File: config.mk
export PLATFORM = sky130hd
export DESIGN_NAME = mem_port_arbiter
export DESIGN_NICKNAME = d
export VERILOG_FILES = /design/src/rtl/mem_bus_pkg.sv /design/src/rtl/rr_arbiter.sv /design/src/rtl/mem_port_arbiter.sv
export SDC_FILE = /design/constraint.sdc
export NUM_CORES = 1
export LEC_CHECK = 0
export CELL_PAD_IN_SITES_DETAIL_PLACEMENT = 0
export CELL_PAD_IN_SITES_GLOBAL_PLACEMENT = 1
export CORE_UTILIZATION = 28
export CTS_CLUSTER_SIZE = 16
export DETAILED_ROUTE_END_ITERATION = 10
export HOLD_SLACK_MARGIN = 0.03
export PLACE_DENSITY = 0.87
export SYNTH_ARGS = -nofsm -noshare
export SYNTH_HDL_FRONTEND = slang
export SYNTH_SLANG_ARGS = --single-unit
File: constraint.sdc
create_clock -name clk -period 2.1 [get_ports clk]
set_clock_uncertainty 0.1 [all_clocks]
set_input_delay 0.525 -clock clk [delete_from_list [all_inputs] [get_ports clk]]
set_output_delay 0.525 -clock clk [all_outputs]
set_load 0.1 [all_outputs]
File: src/rtl/mem_bus_pkg.sv
// Shared definitions for the memory-bus blocks.
//   - Arbiter state encoding (IDLE / BUSY / DONE)
//   - Default address and data widths used by the core datapath
//   - idx_width(): bit width needed to index n items. It never returns
//     less than one bit, so that degenerate sizes still get a real vector.
package mem_bus_pkg;

    localparam int unsigned MEM_ADDR_W = 32;
    localparam int unsigned MEM_DATA_W = 32;

    typedef enum logic [1:0] {
        IDLE = 2'd0,
        BUSY = 2'd1,
        DONE = 2'd2
    } mem_state_e;

    function automatic int unsigned idx_width(input int unsigned n);
        return (n > 1) ? $clog2(n) : 1;
    endfunction

endpackage

File: src/rtl/rr_arbiter.sv
// Combinational round-robin priority pick.
// Scans the request vector starting at i_rr_ptr and wrapping modulo
// NUM_PORTS. It returns the first set bit as a one-hot grant and as an
// encoded index.
//
// Ports:
//   i_req        request vector, one bit per channel
//   i_rr_ptr     channel with the highest priority for this pick
//   o_grant      one-hot grant; all zeros when no channel requests
//   o_grant_idx  encoded index of the granted channel
//   o_any        high when at least one channel requests
module rr_arbiter #(
    parameter int unsigned NUM_PORTS = 2,
    parameter int unsigned IDX_W     = 1
) (
    input  logic [NUM_PORTS-1:0] i_req,
    input  logic [IDX_W-1:0]     i_rr_ptr,
    output logic [NUM_PORTS-1:0] o_grant,
    output logic [IDX_W-1:0]     o_grant_idx,
    output logic                 o_any
);

    logic [31:0] w_cand;

    always_comb begin
        o_grant     = '0;
        o_grant_idx = '0;
        o_any       = 1'b0;
        w_cand      = '0;
        for (int unsigned i = 0; i < NUM_PORTS; i++) begin
            // The pointer is always below NUM_PORTS, so a single subtraction
            // is enough to wrap the candidate back into range.
            w_cand = 32'(i_rr_ptr) + i;
            if (w_cand >= NUM_PORTS) begin
                w_cand = w_cand - NUM_PORTS;
            end
            if (!o_any && i_req[w_cand[IDX_W-1:0]]) begin
                o_any                        = 1'b1;
                o_grant[w_cand[IDX_W-1:0]]   = 1'b1;
                o_grant_idx                  = w_cand[IDX_W-1:0];
            end
        end
    end

endmodule

File: src/rtl/mem_port_arbiter.sv
// Merges NUM_PORTS requesters onto one external memory bus. The bus uses
// the addr / rden / wren / read_val / write_val / response handshake.
// Requesters are served in round-robin order, with at most one
// transaction on the bus at a time. An optional response timeout ends a
// transaction with an error. TIMEOUT = 0 disables the timeout.
//
// Ports:
//   clk, reset          rising-edge clock; synchronous active-high reset
//   req_valid/wr        per-channel request pending / 1 = write
//   req_addr/wdata      packed per-channel address and write data
//                       (channel i at [i*W +: W])
//   req_ready           one-hot accept pulse, combinational in IDLE
//   resp_valid/err      one-hot completion pulse / timeout flag
//   resp_rdata          read data; valid together with resp_valid
//   memory_*            external bus; strobes are high only while BUSY
//   memory_response     single-cycle completion from memory
module mem_port_arbiter
    import mem_bus_pkg::*;
#(
    parameter int unsigned NUM_PORTS = 2,
    parameter int unsigned ADDR_W    = MEM_ADDR_W,
    parameter int unsigned DATA_W    = MEM_DATA_W,
    parameter int unsigned TIMEOUT   = 255
) (
    input  logic                        clk,
    input  logic                        reset,
    input  logic [NUM_PORTS-1:0]        req_valid,
    input  logic [NUM_PORTS-1:0]        req_wr,
    input  logic [NUM_PORTS*ADDR_W-1:0] req_addr,
    input  logic [NUM_PORTS*DATA_W-1:0] req_wdata,
    output logic [NUM_PORTS-1:0]        req_ready,
    output logic [NUM_PORTS-1:0]        resp_valid,
    output logic [NUM_PORTS-1:0]        resp_err,
    output logic [DATA_W-1:0]           resp_rdata,
    output logic [ADDR_W-1:0]           memory_addr,
    output logic                        memory_rden,
    output logic                        memory_wren,
    output logic [DATA_W-1:0]           memory_write_val,
    input  logic [DATA_W-1:0]           memory_read_val,
    input  logic                        memory_response
);

    localparam int unsigned IDX_W = idx_width(NUM_PORTS);
    localparam int unsigned CNT_W = idx_width(TIMEOUT + 1);

    mem_state_e             r_state;
    mem_state_e             w_state_nxt;

    logic [IDX_W-1:0]       r_rr_ptr;
    logic [IDX_W-1:0]       r_gidx;
    logic [NUM_PORTS-1:0]   r_goh;
    logic                   r_wr;
    logic [ADDR_W-1:0]      r_addr;
    logic [DATA_W-1:0]      r_wdata;
    logic [DATA_W-1:0]      r_rdata;
    logic                   r_err;
    logic [CNT_W-1:0]       r_cnt;

    logic [NUM_PORTS-1:0]   w_grant;
    logic [IDX_W-1:0]       w_gidx;
    logic                   w_any;
    logic                   w_accept;
    logic                   w_timeout;
    logic [IDX_W-1:0]       w_ptr_nxt;

    rr_arbiter #(
        .NUM_PORTS (NUM_PORTS),
        .IDX_W     (IDX_W)
    ) u_rr_arbiter (
        .i_req       (req_valid),
        .i_rr_ptr    (r_rr_ptr),
        .o_grant     (w_grant),
        .o_grant_idx (w_gidx),
        .o_any       (w_any)
    );

    // The counter holds the number of BUSY cycles already completed. A
    // match against TIMEOUT-1 therefore ends the transaction after exactly
    // TIMEOUT strobe cycles.
    assign w_timeout = (TIMEOUT != 0) && (r_cnt == CNT_W'(TIMEOUT - 1));

    assign w_ptr_nxt = (r_gidx == IDX_W'(NUM_PORTS - 1)) ? '0 : r_gidx + IDX_W'(1);

    assign resp_rdata = r_rdata;

    always_ff @(posedge clk) begin
        if (reset) begin
            r_state <= IDLE;
        end else begin
            r_state <= w_state_nxt;
        end
    end

    always_comb begin
        w_state_nxt      = r_state;
        w_accept         = 1'b0;
        req_ready        = '0;
        resp_valid       = '0;
        resp_err         = '0;
        memory_rden      = 1'b0;
        memory_wren      = 1'b0;
        memory_addr      = '0;
        memory_write_val = '0;
        unique case (r_state)
            IDLE: begin
                // While reset is asserted, no grant is shown, so that every
                // output stays zero.
                if (w_any && !reset) begin
                    req_ready   = w_grant;
                    w_accept    = 1'b1;
                    w_state_nxt = BUSY;
                end
            end
            BUSY: begin
                memory_addr      = r_addr;
                memory_write_val = r_wdata;
                memory_rden      = ~r_wr;
                memory_wren      = r_wr;
                if (memory_response || w_timeout) begin
                    w_state_nxt = DONE;
                end
            end
            DONE: begin
                resp_valid  = r_goh;
                resp_err    = r_err ? r_goh : '0;
                w_state_nxt = IDLE;
            end
            default: begin
                w_state_nxt = IDLE;
            end
        endcase
    end

    always_ff @(posedge clk) begin
        if (reset) begin
            r_rr_ptr <= '0;
            r_gidx   <= '0;
            r_goh    <= '0;
            r_wr     <= 1'b0;
            r_addr   <= '0;
            r_wdata  <= '0;
            r_rdata  <= '0;
            r_err    <= 1'b0;
            r_cnt    <= '0;
        end else begin
            if (w_accept) begin
                r_gidx  <= w_gidx;
                r_goh   <= w_grant;
                r_wr    <= req_wr[w_gidx];
                r_addr  <= req_addr[w_gidx*ADDR_W +: ADDR_W];
                r_wdata <= req_wdata[w_gidx*DATA_W +: DATA_W];
                r_err   <= 1'b0;
                r_cnt   <= '0;
            end
            if (r_state == BUSY) begin
                // A response in the same cycle as the timeout wins.
                if (memory_response) begin
                    r_rdata <= r_wr ? '0 : memory_read_val;
                    r_err   <= 1'b0;
                end else if (w_timeout) begin
                    r_rdata <= '0;
                    r_err   <= 1'b1;
                end else if (r_cnt < CNT_W'(TIMEOUT)) begin
                    r_cnt <= r_cnt + CNT_W'(1);
                end
            end
            if (r_state == DONE) begin
                r_rr_ptr <= w_ptr_nxt;
            end
        end
    end

endmodule

==> metrics.txt <==
routed wire length per instance between 15 and 20 um; slowest CP cell or4_4; register area share after synthesis 0.4470; Max clock buf depth 2; die footprint between 15000 and 20000 um2; leading area contributor after synthesis dfxtp_1; Tot GR Track Use 0.1697; arrival time at the worst endpoint ~1.7 ns; pwr dens approximately 580 nW/um2; M1 wire length between 6 and 7 mm; CTS Buf Count 9; Netlist Area Pre-Place 5016 um2; Ys Warns 0; Max Fanout on Critical Path 3; Final Hold Vio Count 0; Worst-Margin Slew 0.4945 ns; Rows 48; CP required around 1.5 ns; DRT iter0 DRCs 170; wire length on met2 between 8 and 9 mm; Non-Filler Instances approximately 1.0k; Post-CTS Hold Buffers 0; max cap viols 0; ratio of cells with drive above 1 in the final layout 0.3175; Slew HR 0.6704; die height around 140 um; Synth Instances between 500 and 600; critical path class flop to primary output; gr ovfl total 0; # diodes 0; violated checks setup timing; Final Cycle Share 1.115; RSZ-0062 raised after global routing true; Top Ports approximately 270; Total Nets Final just under 1k; Die W approximately 140 um; drt pass-1 iters 4; Fin Hold WS around 0.36 ns; critical-path cell list or4_4 > or2_4 > clkinvlp_4 > buf_12; initial antenna violation count 0; crit end category primary output; Final Setup Violations slightly below 70; status finished, violations left; clk_lat worst skew about 0.36 ns; final critical-path setup slack -0.2407 ns; post-synth top area share 0.4470; gpl congestion about 0.77; area growth from synthesis to layout 99.35%; H-Tree Level Count 3; largest net degree at the start of global routing a little under 70; #FFs+latches synth roughly 110; CTS tree yes; post-DP HPWL about 12 mm; Lkg Pwr 0.004103 uW; vias in the first global route around 4.6k; placed cell area ~9300 um2; clock slew at reported path FFs 0.08 ns; Avg Inst Size Synth around 9.5 um2; Slew Viols, Final 0; worst hold path class flop to flop; Filler cells around 1.5k; DRT Wirelength 16.43 mm; Initial Utilization 0.2880; CP peak stage delay around 0.51 ns; synthesized net count between 600 and 700; fmax approximately 430 MHz; CTS sink cnt 112; CP top delay family simple AND/OR/NAND/NOR gates; placed insts around 1.0k; Buf+Inv Stages, Crit Path 2; Max VDD drop about 520 uV; final critical-path required period around 2.3 ns; Synth area leaders dfxtp_1 45%, mux2i_1 13%, a211oi_1 10%; core area 17420 um2; met3 WL post-DR about 1.6 mm; DRC violation count after routing 0; post-synth cell types 39; Via density around 4.7; first-pass GRT wire length 24.08 mm; via count a little under 5k; Routed Antenna Nets 0; Final Cell Area about 10000 um2; I/O Buffers 270; top sig layer met4; type of origin of the critical path flop; overall power between 5000 and 6000 uW; root buffer cell clkbuf_16
[registers in the layout, summed over array words and instances, names as in the netlist]
name / count
r_gidx: 1
r_wr: 1
r_wdata: 32
r_addr: 32
r_rr_ptr: 1
r_state: 2
r_err: 1
r_goh: 2
r_cnt: 8
resp_rdata: 32
[tightest hold or removal path, cell delays in order (launching register included)]
cell and delay [ns]:
dfxtp_1 0.32, nand2_1 0.05, a21oi_1 0.05
[power breakdown]
group          internal, uW  switching [uW]
combinational           854             888
sequential             2260            87.4
clock                   844             880
[worst paths after layout]
check | start | slack [ns] | cells past startpoint | end
setup / recovery | r_state[1]$_SDFFE_PP0P_ | -0.24 | 4 | req_ready[1]
hold / removal | r_gidx$_SDFFE_PP0P_ | 0.36 | 2 | r_gidx$_SDFFE_PP0P_
setup reg to reg | r_state[1]$_SDFFE_PP0P_ | 0.17 | 9 | resp_rdata[24]$_SDFFE_PP0P_
hold reg to reg | r_gidx$_SDFFE_PP0P_ | 0.36 | 2 | r_gidx$_SDFFE_PP0P_
[cells by family after synthesis]
kind of cell	Yosys count	share of synthesized area
adders and majority gates	2	0.004988
AOI/OAI and AO/OA	122	0.1861
buffers and inverters	52	0.04690
muxes	66	0.1317
xor gates and xnor gates	1	0.001746
and+or+nand+nor	173	0.1816
DFF	112	0.4470
[stage by stage]
stage / util / setup TNS [ns] / worst slack, ns
after floorplan: - / -1.357 / -0.2055
after global placement: 0.5349 / -26.00 / -0.5664
after detailed placement: 0.5349 / -27.80 / -0.5866
after CTS: 0.5532 / -12.62 / -0.2830
after global routing: 0.5741 / -15.99 / -0.2904
final: 0.5741 / -11.14 / -0.2407
[per-layer routing]
| metal | vias to the layer above | track usage |
|---|---|---|
| met2 | 207 | 0.3024 |
| met5 | - | 0 |
| li1 | 2456 | - |
| met1 | 2246 | 0.1818 |
| met4 | 0 | 0.05243 |
| met3 | 15 | 0.06823 |
[timing repair]
item	in CTS	in global routing
pin swaps	5	39
gates cloned	0	11
gates resized for setup	14	73
buffers inserted	2	5
endpoints found under the setup margin	129	72
[cells in the mapped netlist, drive strengths merged]
master,count
dfxtp,112
nor2,71
and2,69
a211oi,67
mux2i,66
a22o,32
buf,24
clkbuf,22
a21oi,10
nand3,9
nand2,7
inv,6
nand4,3
o21ai,3
a31oi,2
and3,2
ha,2
nor2b,2
nor4,2
or4,2
a2111oi,1
a22oi,1
a41oi,1
and2b,1
nand2b,1
nor3,1
nor3b,1
o2111a,1
o211ai,1
o21bai,1
o31a,1
o31ai,1
or2,1
or3,1
xor2,1
[layout make-up]
type	count	area, um2	area share
tap	225	281.5	0.02815
inverter	6	30.03	0.003003
timing repair buffer	321	4362	0.4362
multi-input combinational	364	2780	0.2780
clock buffer	9	225.2	0.02252
sequential	112	2245	0.2245
clock inverter	7	76.32	0.007633
[cell usage in the layout (no fill, tap or decap), types with 2 or more instances in the layout]
cell / n
nand3_1: 8
and2_1: 2
inv_1: 4
clkinvlp_4: 4
mux2i_1: 66
clkbuf_16: 15
buf_4: 32
nor2_1: 70
o21ai_0: 2
buf_8: 2
a211oi_1: 67
nand4_1: 3
a22o_1: 32
and2_4: 67
clkdlybuf4s50_1: 163
ha_1: 2
a31oi_1: 2
nand2_1: 7
inv_6: 2
buf_6: 6
nor2b_4: 2
clkinv_8: 2
dfxtp_2: 2
buf_12: 112
and3_4: 2
a21oi_1: 9
dfxtp_1: 110
(Power assumes the default switching activity.)
